===== src/rtl/redirect_ctrl.sv =====
// Control-flow redirect sequencer for the pipelined WiscSP13 core: selects the
// branch/jump target, waits out imem stalls, squashes wrong-path stages, owns halt.
module redirect_ctrl #(
    parameter int FLUSH_CYCLES = 2
) (
    input  logic        clk,
    input  logic        rst,
    input  logic        ex_valid,
    input  logic        is_branch,
    input  logic        br_taken,
    input  logic        J_JAL,
    input  logic        JR_JALR,
    input  logic        halt,
    input  logic [15:0] branch_PC,
    input  logic [15:0] J_JAL_addr,
    input  logic [15:0] EX_out,
    input  logic        imem_stall,
    output logic        redirect,
    output logic [15:0] redirect_PC,
    output logic        flush_IF_ID,
    output logic        flush_ID_EX,
    output logic        pc_hold,
    output logic        halted,
    output logic [15:0] redirect_cnt
);

    typedef enum logic [1:0] {
        S_IDLE,
        S_PENDING,
        S_FLUSH,
        S_HALTED
    } state_t;

    localparam logic [3:0] CNT_LOAD = (FLUSH_CYCLES == 0) ? 4'd0 : 4'(FLUSH_CYCLES - 1);

    state_t      r_state;
    logic [15:0] r_tgt_q;
    logic [3:0]  r_cnt;
    logic [15:0] r_redirect_cnt;

    logic        w_take;
    logic [15:0] w_tgt;

    assign w_take = ex_valid & (JR_JALR | J_JAL | (is_branch & br_taken));

    always_comb begin
        if (JR_JALR)    w_tgt = EX_out;
        else if (J_JAL) w_tgt = J_JAL_addr;
        else            w_tgt = branch_PC;
    end

    // NOTE: state is updated with non-blocking assignments so every branch of the
    // case reads the pre-edge values of r_state/r_cnt, regardless of statement order.
    always_ff @(posedge clk) begin
        if (rst) begin
            r_state        <= S_IDLE;
            r_tgt_q        <= 16'h0000;
            r_cnt          <= 4'd0;
            r_redirect_cnt <= 16'h0000;
        end else begin
            case (r_state)
                S_IDLE: begin
                    if (ex_valid && halt) begin
                        r_state <= S_HALTED;
                    end else if (w_take) begin
                        r_tgt_q <= w_tgt;
                        r_state <= S_PENDING;
                    end
                end
                S_PENDING: begin
                    if (!imem_stall) begin
                        if (r_redirect_cnt != 16'hFFFF)
                            r_redirect_cnt <= r_redirect_cnt + 16'd1;
                        r_cnt   <= CNT_LOAD;
                        r_state <= (FLUSH_CYCLES == 0) ? S_IDLE : S_FLUSH;
                    end
                end
                S_FLUSH: begin
                    if (r_cnt == 4'd0) r_state <= S_IDLE;
                    else               r_cnt   <= r_cnt - 4'd1;
                end
                S_HALTED: r_state <= S_HALTED;
                default:  r_state <= S_IDLE;
            endcase
        end
    end

    // NOTE: every output gets a default before the case so no path can infer a latch;
    // redirect/pc_hold must track imem_stall within the cycle, hence decoded here.
    always_comb begin
        redirect    = 1'b0;
        flush_IF_ID = 1'b0;
        flush_ID_EX = 1'b0;
        pc_hold     = 1'b0;
        halted      = 1'b0;
        case (r_state)
            S_PENDING: begin
                flush_IF_ID = 1'b1;
                flush_ID_EX = 1'b1;
                pc_hold     = imem_stall;
                redirect    = !imem_stall;
            end
            S_FLUSH: begin
                flush_IF_ID = 1'b1;
                flush_ID_EX = 1'b1;
            end
            S_HALTED: begin
                halted  = 1'b1;
                pc_hold = 1'b1;
            end
            default: ;
        endcase
    end

    assign redirect_PC  = r_tgt_q;
    assign redirect_cnt = r_redirect_cnt;

endmodule


===== config.mk =====
export PLATFORM = sky130hd
export DESIGN_NAME = redirect_ctrl
export DESIGN_NICKNAME = d
export VERILOG_FILES = /design/src/rtl/redirect_ctrl.sv
export SDC_FILE = /design/constraint.sdc
export NUM_CORES = 1
export LEC_CHECK = 0
export CAP_MARGIN = 10
export CORE_AREA = 3 3 89 74
export CTS_BUF_LIST = sky130_fd_sc_hd__clkbuf_16
export DETAILED_ROUTE_END_ITERATION = 7
export DIE_AREA = 0 0 92 77
export HOLD_SLACK_MARGIN = 0.03
export PLACE_DENSITY = 0.73
export REMOVE_ABC_BUFFERS = 1
export SLEW_MARGIN = 20
export SYNTH_ARGS = -nofsm -noshare
export SYNTH_HDL_FRONTEND = slang
export SYNTH_SLANG_ARGS = --single-unit

===== constraint.sdc =====
create_clock -name clk -period 1.84 [get_ports clk]
set_input_delay 0.184 -clock clk [delete_from_list [all_inputs] [get_ports clk]]
set_output_delay 0.184 -clock clk [all_outputs]
set_load 0.1 [all_outputs]

# [Word level (Yosys, flattened, before mapping)]
# Index checks and enable logic that the tools add are counted.
[op_classes] addsub=2 n_eq_ne=8 muxes=14 bitwise_logic=6 reduce_logical=10
[ops] cell="16-bit 2-to-1 mux" count=2
[ops] cell="16-bit by 1-bit adder with 16-bit output (second input constant)" count=1
[ops] cell="16-bit inequality test (second input constant)" count=1
[ops] cell="3-bit AND reduction" count=4
[ops] cell="2-bit 2-to-1 mux" count=4
[ops] cell="4-bit 2-to-1 mux" count=2
[ops] cell="2-bit one-hot mux with 4 select lines" count=1
[ops] cell="4-bit one-hot mux with 2 select lines" count=1
[ops] cell="2-bit inequality test (second input constant)" count=3
[ops] cell="2-bit equality test (second input constant)" count=2
[ops] cell="4-bit zero test" count=1
[ops] cell="4-bit by 1-bit subtractor with 4-bit output (second input constant)" count=1
[ops] cell="1-bit 2-to-1 mux" count=3
[ops] cell="3-bit inequality test (second input constant)" count=1
[ops] cell="1-bit AND" count=2
[ops] cell="2-bit by 1-bit equality test with 1-bit output (second input constant)" count=1
[ops] cell="2-bit zero test" count=1
[ops] cell="1-bit NOT" count=2
[ops] cell="1-bit OR" count=2
[ops] cell="1-bit one-hot mux with 2 select lines" count=1
[ops] cell="2-bit nonzero test" count=1
[ops] cell="2-bit OR reduction" count=1
[ops] cell="1-bit logical AND" count=1
[ops] cell="1-bit zero test" count=1
[word_totals] register_bits=38 in_bits=57 output_inout_bits=37 elab_cells=44

# [Depth between registers and ports, before layout]
# Gate-level depths: netlist of the first run.
[depth] ltp_word=6 depth_mapped=8 depth_no_buf=7

# [Worst setup path after synthesis of the first run]
# Ideal clock, no wire load.
[synth_timing] kind="flip-flop to flip-flop" startpoint="reg r_redirect_cnt[1], in the netlist redirect_cnt[1]" endpoint="reg r_redirect_cnt[8], in the netlist redirect_cnt[8]" setup_ps=71 arrival_time_ps=2418 t_required_ps=1769 slack_ps=-648 path_stages_with_launch=6 n_path_buf=0 synth_period_minus_slack_ps=2488 cell_sequence="dfxtp_1 ha_1 nand3b_1 or2_2 or4_1 a21oi_1"
[synth_via] elab_chain_cells=2 word_cells_on_any_way=3 classes_between="add/sub: 1; eq/ne: 1; reduce/logical: 1"
[synth_lines] item="start: declaration" line="39" text="logic [15:0] r_redirect_cnt;"
[synth_lines] item="start signal: assignment" line="73" text="r_redirect_cnt <= r_redirect_cnt + 16'd1;"
[synth_lines] item="parallel branches: the longest is 2 deep, another holds 16-bit by 1-bit adder with 16-bit output"
# Parallel ways; which one is timed is not known.
# A chain may end at the register's enable or synchronous reset.

# [Worst setup path after layout of the first run]
[layout_timing] startpoint="reg r_state[0]" endpoint="reg r_redirect_cnt[15], in the netlist redirect_cnt[15]"
[layout_via] elab_chain_cells=2
[layout_lines] item="start: declaration" line="36" text="state_t r_state;"
[layout_lines] item="start signal: assignment" line="75" text="r_state <= (FLUSH_CYCLES == 0) ? S_IDLE : S_FLUSH;"
[layout_lines] item="2-bit by 1-bit equality test with 1-bit output" line="61" text="case (r_state)"
[layout_lines] item="3-bit AND reduction (no line)"
# No other way between the ends.

==> flow_summary.yaml, run 1 <==
route:
  drt_wl_total_mm: 6.15
  drt_first_pass_iters: 4
  drt_iter0_markers: 86
  drc: 0
  drtAntennaViolNets: 0
  vias: 2297
  via_per_inst: 5.08
  avgRoutedWirePerCell_um: 13.6
sta:
  rsz0062_at_grt: "no"
  hold_viol: 0
  fin_setup_tns_ps: 0
  period_needed_ps: 1750
  final.setup_skew_ps: 4.15
  slew_viol_final: 0
  post-route-period-util_pct: 95.3
  max_freq_mhz: 570
  setup_violations: 0
  worst_pin_slew_ps: 440
  slew_headroom_pct: 70.6
  whs_ps: 495
cells_and_area:
  n_antenna_cell: 0
  fin_nets: 434
  drive_gt1_share_pct: 23.2
  fillers: 528
  final_common_cell: "buf_4"
  mostFrequentLayoutCells: "buf_4 (57), clkdlybuf4s50_1 (56), dfxtp_1 (38)"
  area_growth_syn_to_layout_pct: 61.5
  layout.cells.non_filler: 452
clock_tree:
  root_buffer: "clkbuf_16"
  clk_latency_ps: 280
  postCtsSetupBuffers: 0
  clkTransAtPathRegs_ps: 60
  tritoncts: "built"
  clock-sinks: 38
  cts-hold-fix-buffers: 0
  clock_path_buffers: 2
  numCtsBuffers: 5
  cts_resized: 0
  htree_levels: 2
synth:
  synth_area_um2: 2180
  seq_area_frac_synth_pct: 34.9
  syn_area_per_cell_um2: 8.52
  ys_warn_count: 0
  synth_seq_cells: 38
  synth_cell_types: 47
  syn-instance-count: 256
hold_path:
  hp-start: "redirect_PC[12]$_SDFFE_PP0P_"
  hp-class: "reg2reg"
  hold_depth: 2
  hold_path_end: "redirect_PC[12]$_SDFFE_PP0P_"
setup_path:
  start_kind: "flop"
  crit_chain: "ha_2 > nand3b_1 > or4_4 > o31a_1 > o21a_1"
  r2r_start: "r_state[0]$_SDFFE_PP0P_"
  r2r-end: "redirect_cnt[15]$_SDFFE_PP0P_"
  r2r_slack_ps: 90
  slowest_stage: "or4_4"
  critPathArrivalTime_ps: 1920
  reg2reg_depth: 5
  crit_fanout: 4
  cp-end-kind: "flop"
  cp-startpoint: "r_state[0]$_SDFFE_PP0P_"
  slowest_delay_ps: 460
  critPathKind: "reg2reg"
  cp.required_ps: 2010
global_route:
  grt_pass1_vias: 2193
  overflow: 0
  antenna_found_initial: 0
  grt_pass1_wl_mm: 10.3
  grt_use_total_pct: 17.7
  grt_max_degree: 33
pwr:
  powerDensity_nw_per_um2: 1050
  irDropWorstVdd_uv: 1730
  total_power_mw: 3.69
  leakage_nw: 1.45
die:
  start_util_pct: 37.5
  die-area_um2: 7080
  core-area_um2: 5820
  die_h_um: 77
  io_pins: 94
  rows: 25
  die_w_um: 92
status:
  status: "complete, no violations"
run:
  maxCapViolations: 0
placed_design:
  io_buffers: 93
  hpwl_mm: 4.93
  gp_congestion: 0.826
  place_inst: 444
Yosys cell counts, drive strengths merged:
| library cell | count | area, um2 |
|---|---|---|
| o21a | 1 | 7.51 |
| or2 | 3 | 18.8 |
| o31ai | 4 | 30.0 |
| a31oi | 1 | 6.26 |
| a311oi | 1 | 8.76 |
| o311ai | 2 | 17.5 |
| nor2b | 1 | 6.26 |
| o2111ai | 1 | 8.76 |
| mux2i | 33 | 330 |
| o211ai | 3 | 22.5 |
| a2bb2oi | 1 | 8.76 |
| nand4b | 1 | 8.76 |
| or4 | 5 | 41.3 |
| nor2 | 23 | 86.3 |
| xor2 | 1 | 8.76 |
| o211a | 2 | 20.0 |
| nand4bb | 1 | 11.3 |
| clkbuf | 8 | 31.3 |
| nor4 | 3 | 18.8 |
| nor3 | 5 | 25.0 |
| nand4 | 5 | 52.6 |
| inv | 10 | 37.5 |
| o31a | 1 | 8.76 |
| o41ai | 3 | 26.3 |
| and4 | 2 | 18.8 |
| o21ai | 23 | 115 |
| or3b | 1 | 8.76 |
| mux2 | 1 | 11.3 |
| dfxtp | 38 | 761 |
| or3 | 6 | 37.5 |
| buf | 6 | 41.3 |
| nor4b | 1 | 8.76 |
| ha | 7 | 87.6 |
| nand2b | 2 | 12.5 |
| and3 | 2 | 12.5 |
| a21oi | 10 | 50.1 |
| nand2 | 25 | 93.8 |
| nand3b | 2 | 15.0 |
| a211oi | 4 | 30.0 |
| nand3 | 7 | 35.0 |
worst max-delay path by stage:
stage,end,slack [ps],depth (start not counted)
floorplan,redirect_PC[0]$_SDFFE_PP0P_,-1650,5
global placement,redirect_cnt[7]$_SDFFE_PP0P_,-60,5
detailed placement,redirect_cnt[13]$_SDFFE_PP0P_,-80,5
CTS,redirect_cnt[13]$_SDFFE_PP0P_,10,6
global route,redirect_cnt[15]$_SDFFE_PP0P_,7,6
finish,redirect_cnt[15]$_SDFFE_PP0P_,90,5
power breakdown:
group          switching (mW)  internal, mW  total, mW
Combinational            1.15         0.757       1.91
Sequential             0.0613         0.915      0.976
Clock                   0.320         0.489      0.809
Total                    1.53          2.16       3.69
worst max-delay path: cells and delay by family (launching register included):
| family | cells | cell delay (ps) |
|---|---|---|
| compound gates | 2 | 470 |
| fa+ha+maj | 1 | 230 |
| flops | 1 | 380 |
| simple gates | 2 | 570 |
cell type report:
cell class	instances	area [um2]	area share, %
timing repair buffer	121	1150	32.6
inverter	10	37.5	1.07
tap	81	101	2.88
clock inverter	3	12.5	0.355
multi-input combinational	194	1340	37.9
sequential	38	761	21.6
clock buffer	5	125	3.55
routing by layer:
layer | vias up | global-route usage (%) | routed length, um
met5 | - | 0 | 0
met4 | 0 | 4.45 | 58
met3 | 7 | 3.33 | 228
met2 | 38 | 29.3 | 3120
met1 | 1078 | 23.7 | 2740
li1 | 1174 | - | -
per-stage QoR:
step | utilization, % | setup WS, ps | area [um2]
5_1_grt | 60.5 | 7.12 | 3520
3_3_place_gp | 57.8 | -55.1 | 3360
6_report | 60.5 | 86.8 | 3520
3_5_place_dp | 57.8 | -84.1 | 3360
4_1_cts | 60.2 | 13.4 | 3500
2_1_floorplan | - | -1650 | 2110
state kept, by name, summed over array words and instances, names as in the netlist:
name,cells
redirect_PC,16
redirect_cnt,16
r_cnt,4
r_state,2
kinds of logic (layout without fill, tap and decap cells):
group           count (synthesis)  count (layout)  share of synthesized area [%]
xor+xnor                        1               1                          0.402
mux                            34              34                           15.7
fa+ha+maj                       7               7                           4.02
buf+inv                        24             139                           5.05
compound gates                 57              57                           16.5
simple gates                   95              95                           23.5
flops                          38              38                           34.9
Note: power is estimated with default switching activity, not from simulation.
==> run 2: changes to the inputs <==
Settings changed: CTS_CLUSTER_SIZE set to 24.
==> results of run 2 <==
No change in the layout: final DEF, timing and power equal those of run 1.
